File: src/rtl/dcache_ctrl.sv
`default_nettype none
// ============================================================================
// Module   : dcache_ctrl
// Purpose  : Upstream controller for a 64-set 2-way Dcache. Accepts loads and
//            stores from the LSQ, probes the Dcache read port, returns load
//            hits, issues misses and write-through stores to memory, tracks
//            outstanding load misses in MSHRs and writes fills (port B) and
//            stores (port A) into the Dcache.
// Ports    : clock/reset                 - clock, async active-high reset
//            lsq_req_* / lsq_req_ready   - LSQ request handshake
//            ld_resp_*                   - registered load response pulse
//            dc_rd_*                     - same-cycle Dcache probe
//            dc_wrA_* / dc_wrB_*         - store write / fill write
//            proc2mem_* / mem2proc_*     - memory command and fill interface
//            perf_hits/perf_misses       - present only with DCTRL_PERF_CNT_EN
// Options  : define DCTRL_PERF_CNT_EN to add load hit/miss counters
// Revision : 1.0 - initial release
// ============================================================================
module dcache_ctrl #(
   parameter int NUM_MSHR  = 4,
   parameter int ID_W      = 5,
   parameter int MEM_TAG_W = 4
) (
   input  logic                 clock,
   input  logic                 reset,
   input  logic                 lsq_req_valid,
   input  logic                 lsq_req_is_store,
   input  logic [63:0]          lsq_req_addr,
   input  logic [63:0]          lsq_req_data,
   input  logic [ID_W-1:0]      lsq_req_id,
   output logic                 lsq_req_ready,
   output logic                 ld_resp_valid,
   output logic [ID_W-1:0]      ld_resp_id,
   output logic [63:0]          ld_resp_data,
   output logic [5:0]           dc_rd_idx,
   output logic [54:0]          dc_rd_tag,
   input  logic [63:0]          dc_rd_data,
   input  logic                 dc_rd_valid,
   output logic                 dc_wrA_en,
   output logic [5:0]           dc_wrA_idx,
   output logic [54:0]          dc_wrA_tag,
   output logic [63:0]          dc_wrA_data,
   output logic                 dc_wrB_en,
   output logic [5:0]           dc_wrB_idx,
   output logic [54:0]          dc_wrB_tag,
   output logic [63:0]          dc_wrB_data,
   output logic [1:0]           proc2mem_command,
   output logic [63:0]          proc2mem_addr,
   output logic [63:0]          proc2mem_data,
   input  logic [MEM_TAG_W-1:0] mem2proc_response,
   input  logic [63:0]          mem2proc_data,
   input  logic [MEM_TAG_W-1:0] mem2proc_tag
`ifdef DCTRL_PERF_CNT_EN
   ,
   output logic [31:0]          perf_hits,
   output logic [31:0]          perf_misses
`endif
);

   localparam logic [1:0] BUS_NONE  = 2'd0;
   localparam logic [1:0] BUS_LOAD  = 2'd1;
   localparam logic [1:0] BUS_STORE = 2'd2;
   localparam int         MIDX_W    = (NUM_MSHR > 1) ? $clog2(NUM_MSHR) : 1;

   typedef enum logic [0:0] {IDLE = 1'b0, BUS_REQ = 1'b1} state_t;

   state_t                state_q, state_d;
   // MSHR file; blk holds addr[63:3] = {tag, idx}. A mem tag of 0 means the
   // bus has not yet accepted the miss, so no fill can match it.
   logic [NUM_MSHR-1:0]   mshr_valid_q, mshr_valid_d;
   logic [NUM_MSHR-1:0]   mshr_nofill_q, mshr_nofill_d;
   logic [60:0]           mshr_blk_q [NUM_MSHR];
   logic [60:0]           mshr_blk_d [NUM_MSHR];
   logic [ID_W-1:0]       mshr_id_q  [NUM_MSHR];
   logic [ID_W-1:0]       mshr_id_d  [NUM_MSHR];
   logic [MEM_TAG_W-1:0]  mshr_tag_q [NUM_MSHR];
   logic [MEM_TAG_W-1:0]  mshr_tag_d [NUM_MSHR];
   // Hold register for the request currently on the bus
   logic                  hold_store_q, hold_store_d;
   logic [60:0]           hold_blk_q, hold_blk_d;
   logic [63:0]           hold_data_q, hold_data_d;
   logic [MIDX_W-1:0]     hold_k_q, hold_k_d;
   logic                  ld_resp_valid_d;
   logic [ID_W-1:0]       ld_resp_id_d;
   logic [63:0]           ld_resp_data_d;

   logic                  fill_hit, blk_pending, mshr_full, free_found, accept, mem_acc;
   logic [MIDX_W-1:0]     fill_k, free_k;
   logic [NUM_MSHR-1:0]   blk_match;
   logic [60:0]           req_blk;
   logic                  unused_addr_bits;

   assign req_blk          = lsq_req_addr[63:3];
   assign unused_addr_bits = ^lsq_req_addr[2:0];

`ifdef DCTRL_PERF_CNT_EN
   logic [31:0] perf_hits_q, perf_hits_d, perf_misses_q, perf_misses_d;
   assign perf_hits   = perf_hits_q;
   assign perf_misses = perf_misses_q;
`endif

   always_comb begin
      state_d         = state_q;
      mshr_valid_d    = mshr_valid_q;
      mshr_nofill_d   = mshr_nofill_q;
      mshr_blk_d      = mshr_blk_q;
      mshr_id_d       = mshr_id_q;
      mshr_tag_d      = mshr_tag_q;
      hold_store_d    = hold_store_q;
      hold_blk_d      = hold_blk_q;
      hold_data_d     = hold_data_q;
      hold_k_d        = hold_k_q;
      ld_resp_valid_d = 1'b0;
      ld_resp_id_d    = '0;
      ld_resp_data_d  = '0;
      fill_hit        = 1'b0;
      fill_k          = '0;
      free_found      = 1'b0;
      free_k          = '0;
      blk_match       = '0;
      dc_wrA_en       = 1'b0;
      dc_wrA_idx      = '0;
      dc_wrA_tag      = '0;
      dc_wrA_data     = '0;
      dc_wrB_en       = 1'b0;
      dc_wrB_idx      = '0;
      dc_wrB_tag      = '0;
      dc_wrB_data     = '0;
      proc2mem_command = BUS_NONE;
      proc2mem_addr   = '0;
      proc2mem_data   = '0;
`ifdef DCTRL_PERF_CNT_EN
      perf_hits_d     = perf_hits_q;
      perf_misses_d   = perf_misses_q;
`endif

      for (int k = 0; k < NUM_MSHR; k++) begin
         if (!fill_hit && mshr_valid_q[k] && (mem2proc_tag != '0) &&
             (mshr_tag_q[k] == mem2proc_tag)) begin
            fill_hit = 1'b1;
            fill_k   = MIDX_W'(k);
         end
         if (!free_found && !mshr_valid_q[k]) begin
            free_found = 1'b1;
            free_k     = MIDX_W'(k);
         end
         blk_match[k] = mshr_valid_q[k] && (mshr_blk_q[k] == req_blk);
      end

      mshr_full     = &mshr_valid_q;
      // Secondary load misses stall until the primary fill returns
      blk_pending   = lsq_req_valid && !lsq_req_is_store && (|blk_match);
      lsq_req_ready = !reset && (state_q == IDLE) && !mshr_full && !fill_hit && !blk_pending;
      accept        = lsq_req_valid && lsq_req_ready;
      mem_acc       = (state_q == BUS_REQ) && (mem2proc_response != '0);

      dc_rd_idx = reset ? '0 : lsq_req_addr[8:3];
      dc_rd_tag = reset ? '0 : lsq_req_addr[63:9];

      if (state_q == BUS_REQ) begin
         proc2mem_command = hold_store_q ? BUS_STORE : BUS_LOAD;
         proc2mem_addr    = {hold_blk_q, 3'b000};
         proc2mem_data    = hold_store_q ? hold_data_q : '0;
      end

      if (mem_acc) begin
         state_d = IDLE;
         if (hold_store_q) begin
            dc_wrA_en   = 1'b1;
            dc_wrA_idx  = hold_blk_q[5:0];
            dc_wrA_tag  = hold_blk_q[60:6];
            dc_wrA_data = hold_data_q;
         end else begin
            mshr_tag_d[hold_k_q] = mem2proc_response;
         end
      end

      if (fill_hit) begin
         dc_wrB_en   = !mshr_nofill_q[fill_k];
         dc_wrB_idx  = dc_wrB_en ? mshr_blk_q[fill_k][5:0]  : '0;
         dc_wrB_tag  = dc_wrB_en ? mshr_blk_q[fill_k][60:6] : '0;
         dc_wrB_data = dc_wrB_en ? mem2proc_data            : '0;
         ld_resp_valid_d        = 1'b1;
         ld_resp_id_d           = mshr_id_q[fill_k];
         ld_resp_data_d         = mem2proc_data;
         mshr_valid_d[fill_k]   = 1'b0;
         mshr_nofill_d[fill_k]  = 1'b0;
      end

      // Accept never coincides with a fill or a bus cycle (ready is low then)
      if (accept) begin
         if (lsq_req_is_store) begin
            hold_store_d  = 1'b1;
            hold_blk_d    = req_blk;
            hold_data_d   = lsq_req_data;
            // Memory returns the pre-store data for older misses; keep it out of the cache
            mshr_nofill_d = mshr_nofill_q | blk_match;
            state_d       = BUS_REQ;
         end else if (dc_rd_valid) begin
            ld_resp_valid_d = 1'b1;
            ld_resp_id_d    = lsq_req_id;
            ld_resp_data_d  = dc_rd_data;
`ifdef DCTRL_PERF_CNT_EN
            perf_hits_d     = perf_hits_q + 32'd1;
`endif
         end else begin
            hold_store_d          = 1'b0;
            hold_blk_d            = req_blk;
            hold_data_d           = '0;
            hold_k_d              = free_k;
            mshr_valid_d[free_k]  = 1'b1;
            mshr_nofill_d[free_k] = 1'b0;
            mshr_blk_d[free_k]    = req_blk;
            mshr_id_d[free_k]     = lsq_req_id;
            mshr_tag_d[free_k]    = '0;
            state_d               = BUS_REQ;
`ifdef DCTRL_PERF_CNT_EN
            perf_misses_d         = perf_misses_q + 32'd1;
`endif
         end
      end
   end

   always_ff @(posedge clock or posedge reset) begin
      if (reset) begin
         state_q       <= IDLE;
         mshr_valid_q  <= '0;
         mshr_nofill_q <= '0;
         for (int k = 0; k < NUM_MSHR; k++) begin
            mshr_blk_q[k] <= '0;
            mshr_id_q[k]  <= '0;
            mshr_tag_q[k] <= '0;
         end
         hold_store_q  <= 1'b0;
         hold_blk_q    <= '0;
         hold_data_q   <= '0;
         hold_k_q      <= '0;
         ld_resp_valid <= 1'b0;
         ld_resp_id    <= '0;
         ld_resp_data  <= '0;
`ifdef DCTRL_PERF_CNT_EN
         perf_hits_q   <= '0;
         perf_misses_q <= '0;
`endif
      end else begin
         state_q       <= state_d;
         mshr_valid_q  <= mshr_valid_d;
         mshr_nofill_q <= mshr_nofill_d;
         mshr_blk_q    <= mshr_blk_d;
         mshr_id_q     <= mshr_id_d;
         mshr_tag_q    <= mshr_tag_d;
         hold_store_q  <= hold_store_d;
         hold_blk_q    <= hold_blk_d;
         hold_data_q   <= hold_data_d;
         hold_k_q      <= hold_k_d;
         ld_resp_valid <= ld_resp_valid_d;
         ld_resp_id    <= ld_resp_id_d;
         ld_resp_data  <= ld_resp_data_d;
`ifdef DCTRL_PERF_CNT_EN
         perf_hits_q   <= perf_hits_d;
         perf_misses_q <= perf_misses_d;
`endif
      end
   end

endmodule
`default_nettype wire

File: config.mk
export PLATFORM = sky130hd
export DESIGN_NAME = dcache_ctrl
export DESIGN_NICKNAME = d
export VERILOG_FILES = /design/src/rtl/dcache_ctrl.sv
export SDC_FILE = /design/constraint.sdc
export NUM_CORES = 1
export LEC_CHECK = 0
export BUFFER_PORTS_ARGS = -buffer_cell sky130_fd_sc_hd__buf_2
export CORE_AREA = 3 3 310 312
export CTS_CLUSTER_SIZE = 40
export DETAILED_ROUTE_END_ITERATION = 8
export DIE_AREA = 0 0 313 315
export PLACE_DENSITY = 0.47
export SLEW_MARGIN = 20
export SYNTH_ARGS = -nofsm -noshare
export SYNTH_HDL_FRONTEND = slang
export SYNTH_SLANG_ARGS = --single-unit
File: constraint.sdc
create_clock -name clock -period 15.9 [get_ports clock]
set_input_delay 3.18 -clock clock [delete_from_list [all_inputs] [get_ports clock]]
set_output_delay 3.18 -clock clock [all_outputs]
set_load 0.005 [all_outputs]
==> impl_metrics.tcl <==
set metrics [dict create \
    status "completed" \
    clkSlewWorstSetupHoldPaths_ns 0.06 \
    syn_to_final_growth_pct 25.57 \
    synthDominantCellAreaShare_pct 46.67 \
    crit_top_cell "buf_4" \
    grt_max_degree 166 \
    via_per_inst 5.001 \
    netlist_area_um2 26120 \
    cts_buffers 61 \
    wire_per_inst_um 26.48 \
    drive_gt1_share_pct 37.83 \
    die_h_um 315 \
    cp-end-kind "output port" \
    htree_levels 2 \
    ys_seq_elements 487 \
    rr_worst_depth 9 \
    clkLatencyLatePin_ns 0.64 \
    crit_slowest_cell "buf_4" \
    synth_edf_count 0 \
    synthesis.instances 2468 \
    grt_usage_pct 22.78 \
    finalMaxSlewViolations 0 \
    p_total_mw 5.098 \
    clock_sinks 487 \
    cts_tree "yes" \
    synth.distinct_cells 65 \
    rsz0062_at_grt "false" \
    timing.final.crit_share_pct 71.37 \
    vias 22090 \
    initialDrtViolationCount 2162 \
    dp_hpwl_mm 84.23 \
    overflow 0 \
    slowest_delay_ns 0.78 \
    ant_nets 0 \
    portBuffers 781 \
    skew_ns 0.02913 \
    synth_flop_cell "dfrtp_1" \
    cp-start-kind "input pin" \
    drtPass1Iterations 6 \
    rows 112 \
    core_um2 93330 \
    grt_pass1_vias 21720 \
    fin_nets 3387 \
    cts_setup_buffers 0 \
    grt_pass1_wl_mm 164.8 \
    die-area_um2 98600 \
    p_per_area_nw_per_um2 155.5 \
    timing.final.crit_period_ns 11.35 \
    grt_antenna_before_repair 24 \
    criticalPathCategory "in2out" \
    synth_area_leaders "dfrtp_1 47%, mux2_2 11%, and2_1 6.0%" \
    ir_worst_vdd_v 0.00008941 \
    relSlewSlack_pct 26.26 \
    yosysSeqAreaShare_pct 46.67 \
    gp_congestion 0.9465 \
    max_freq_mhz 88.12 \
    die_width_um 313 \
    max-cap-violations 0 \
    setup_tns_ns 0 \
    p_leak_nw 16.47 \
    setup_viol 0 \
    ctsResizeCount 0 \
    ioPinCount 788 \
    arrival_ns 8.17 \
    synthArstFlopShare_pct 100.0 \
    cts.path.max_buffers 3 \
    min_path_type "reg2reg" \
    hold_buffers 0 \
    tightest_slew_ns 1.106 \
    wl_mm 116.9 \
    required_ns 12.72 \
    path_cells "buf_2, nor3_2, or3_1, a21oi_4, nor3b_4, buf_4, nor3_2, buf_4, a221o_2, buf_4, inv_2, and2_1, buf_2" \
    hold_violations 0 \
    start_util_pct 27.98 \
    synth_top_area_cell "dfrtp_1" \
    syn_area_per_cell_um2 10.58 \
    cts-root-buf "clkbuf_16" \
    holdPathStages 1 \
    worstPathMaxFanout 69 \
    ys_warn_count 0 \
    drc_errors 0 \
]
-- layer usage --
layer / vias to the layer above / wire [um] / GRT usage (%)
met5: - / 39 / 0
met4: 8 / 3526 / 6.645
met3: 156 / 7965 / 4.568
met2: 868 / 57580 / 39.00
met1: 11170 / 47820 / 29.06
li1: 9889 / - / -
-- cells in the final DEF (no fill, tap or decap), drive strengths merged, types with 5 or more instances in the layout --
cell and n:
buf 808, inv 63, dfrtp 487, nand2b 28, and3 68, xnor2 78
nor2 187, or3 6, a222oi 68, nand3 7, o22ai 18, or4 9
bufinv 5, nand4 35, clkinv 12, nor4 42, mux2i 33, mux2 310
a22o 72, nand2 86, and2 252, nor3 81, o21ai 8, a21oi 80
o2111ai 10, a2111oi 8, xor2 103, clkbuf 87, nor2b 68
-- power by group --
| part | internal, mW | total [mW] | switching [mW] |
|---|---|---|---|
| clock network | 0.852 | 1.43 | 0.579 |
| logic | 0.709 | 1.59 | 0.876 |
| registers | 1.68 | 2.08 | 0.399 |
-- path summary, 6_finish.rpt --
| path | startpoint | end | slack (ns) |
|---|---|---|---|
| setup / recovery | mem2proc_tag[2] | dc_wrB_data[61] | 4.55 |
| hold / removal | mshr_id_q[8] | mshr_id_q[8] | 0.49 |
| setup reg to reg | mshr_blk_q[219] | mshr_blk_q[223] | 11.24 |
| hold reg to reg | mshr_id_q[8] | mshr_id_q[8] | 0.49 |
| max in group asynchronous | reset | state_q | 9.99 |
| min in group asynchronous | reset | mshr_id_q[3] | 3.18 |
-- per-stage QoR --
step	area, um^2	hold slack [ns]	cells	util (%)	setup slack [ns]
2_1_floorplan	26130	0.4570	2470	-	5.702
3_3_place_gp	30750	0.4736	4304	32.95	4.542
3_5_place_dp	30750	0.4749	4304	32.95	4.504
4_1_cts	32790	0.4886	4413	35.13	4.517
5_1_grt	32790	0.5162	4414	35.13	4.264
6_report	32790	0.4929	4416	35.14	4.552
-- logic make-up after synthesis --
group	count (synthesis)	synth area share, %
XOR/XNOR	181	6.070
flip-flops	487	46.67
other	1	0.01436
AND/OR/NAND/NOR	880	18.56
AO/OA/AOI/OAI	286	8.634
multiplexers	343	14.76
buffers and inverters	290	5.294
-- flip-flops by register name, indices dropped and copies added (netlist names), 2 cells and up --
name	flops
hold_blk_q	61
hold_data_q	64
hold_k_q	2
ld_resp_data	64
ld_resp_id	5
mshr_blk_q	244
mshr_id_q	20
mshr_nofill_q	4
mshr_tag_q	16
mshr_valid_q	4
-- synth_stat cells, types with 6 or more instances --
library cell    n
a2111oi_0       7
a21oi_1        77
a222oi_1       68
a22o_1         72
and2_1        252
and3_1         68
buf_2          87
buf_4          15
buf_6          17
clkbuf_1      106
dfrtp_1       487
inv_1          58
mux2_1         48
mux2_2        253
mux2_4          9
mux2i_1        33
nand2_1        85
nand2b_1       28
nand3_1         7
nand4_1        35
nor2_1        187
nor2b_1        68
nor3_1         77
nor4_1         38
o2111ai_1      10
o21ai_0         8
o22ai_1        18
or3_1           6
or4_1           9
xnor2_1        78
xor2_1        103
-- area by class of cell --
cell class | count | area (um^2)
Antenna cell | 3 | 7.507
Clock buffer | 87 | 1777
Clock inverter | 22 | 254.0
Fill cell | 9693 | 60540
Inverter | 62 | 236.5
Multi-Input combinational cell | 1693 | 12620
Sequential cell | 487 | 12190
Tap cell | 1254 | 1569
Timing Repair Buffer | 808 | 4139
-- critical path, delay by kind of cell --
kind | cells | cell delay, ns
AOI/OAI and AO/OA | 2 | 0.72
buffers and inverters | 6 | 2.92
and+or+nand+nor | 5 | 1.17
Power figures use the tool's default switching activity.
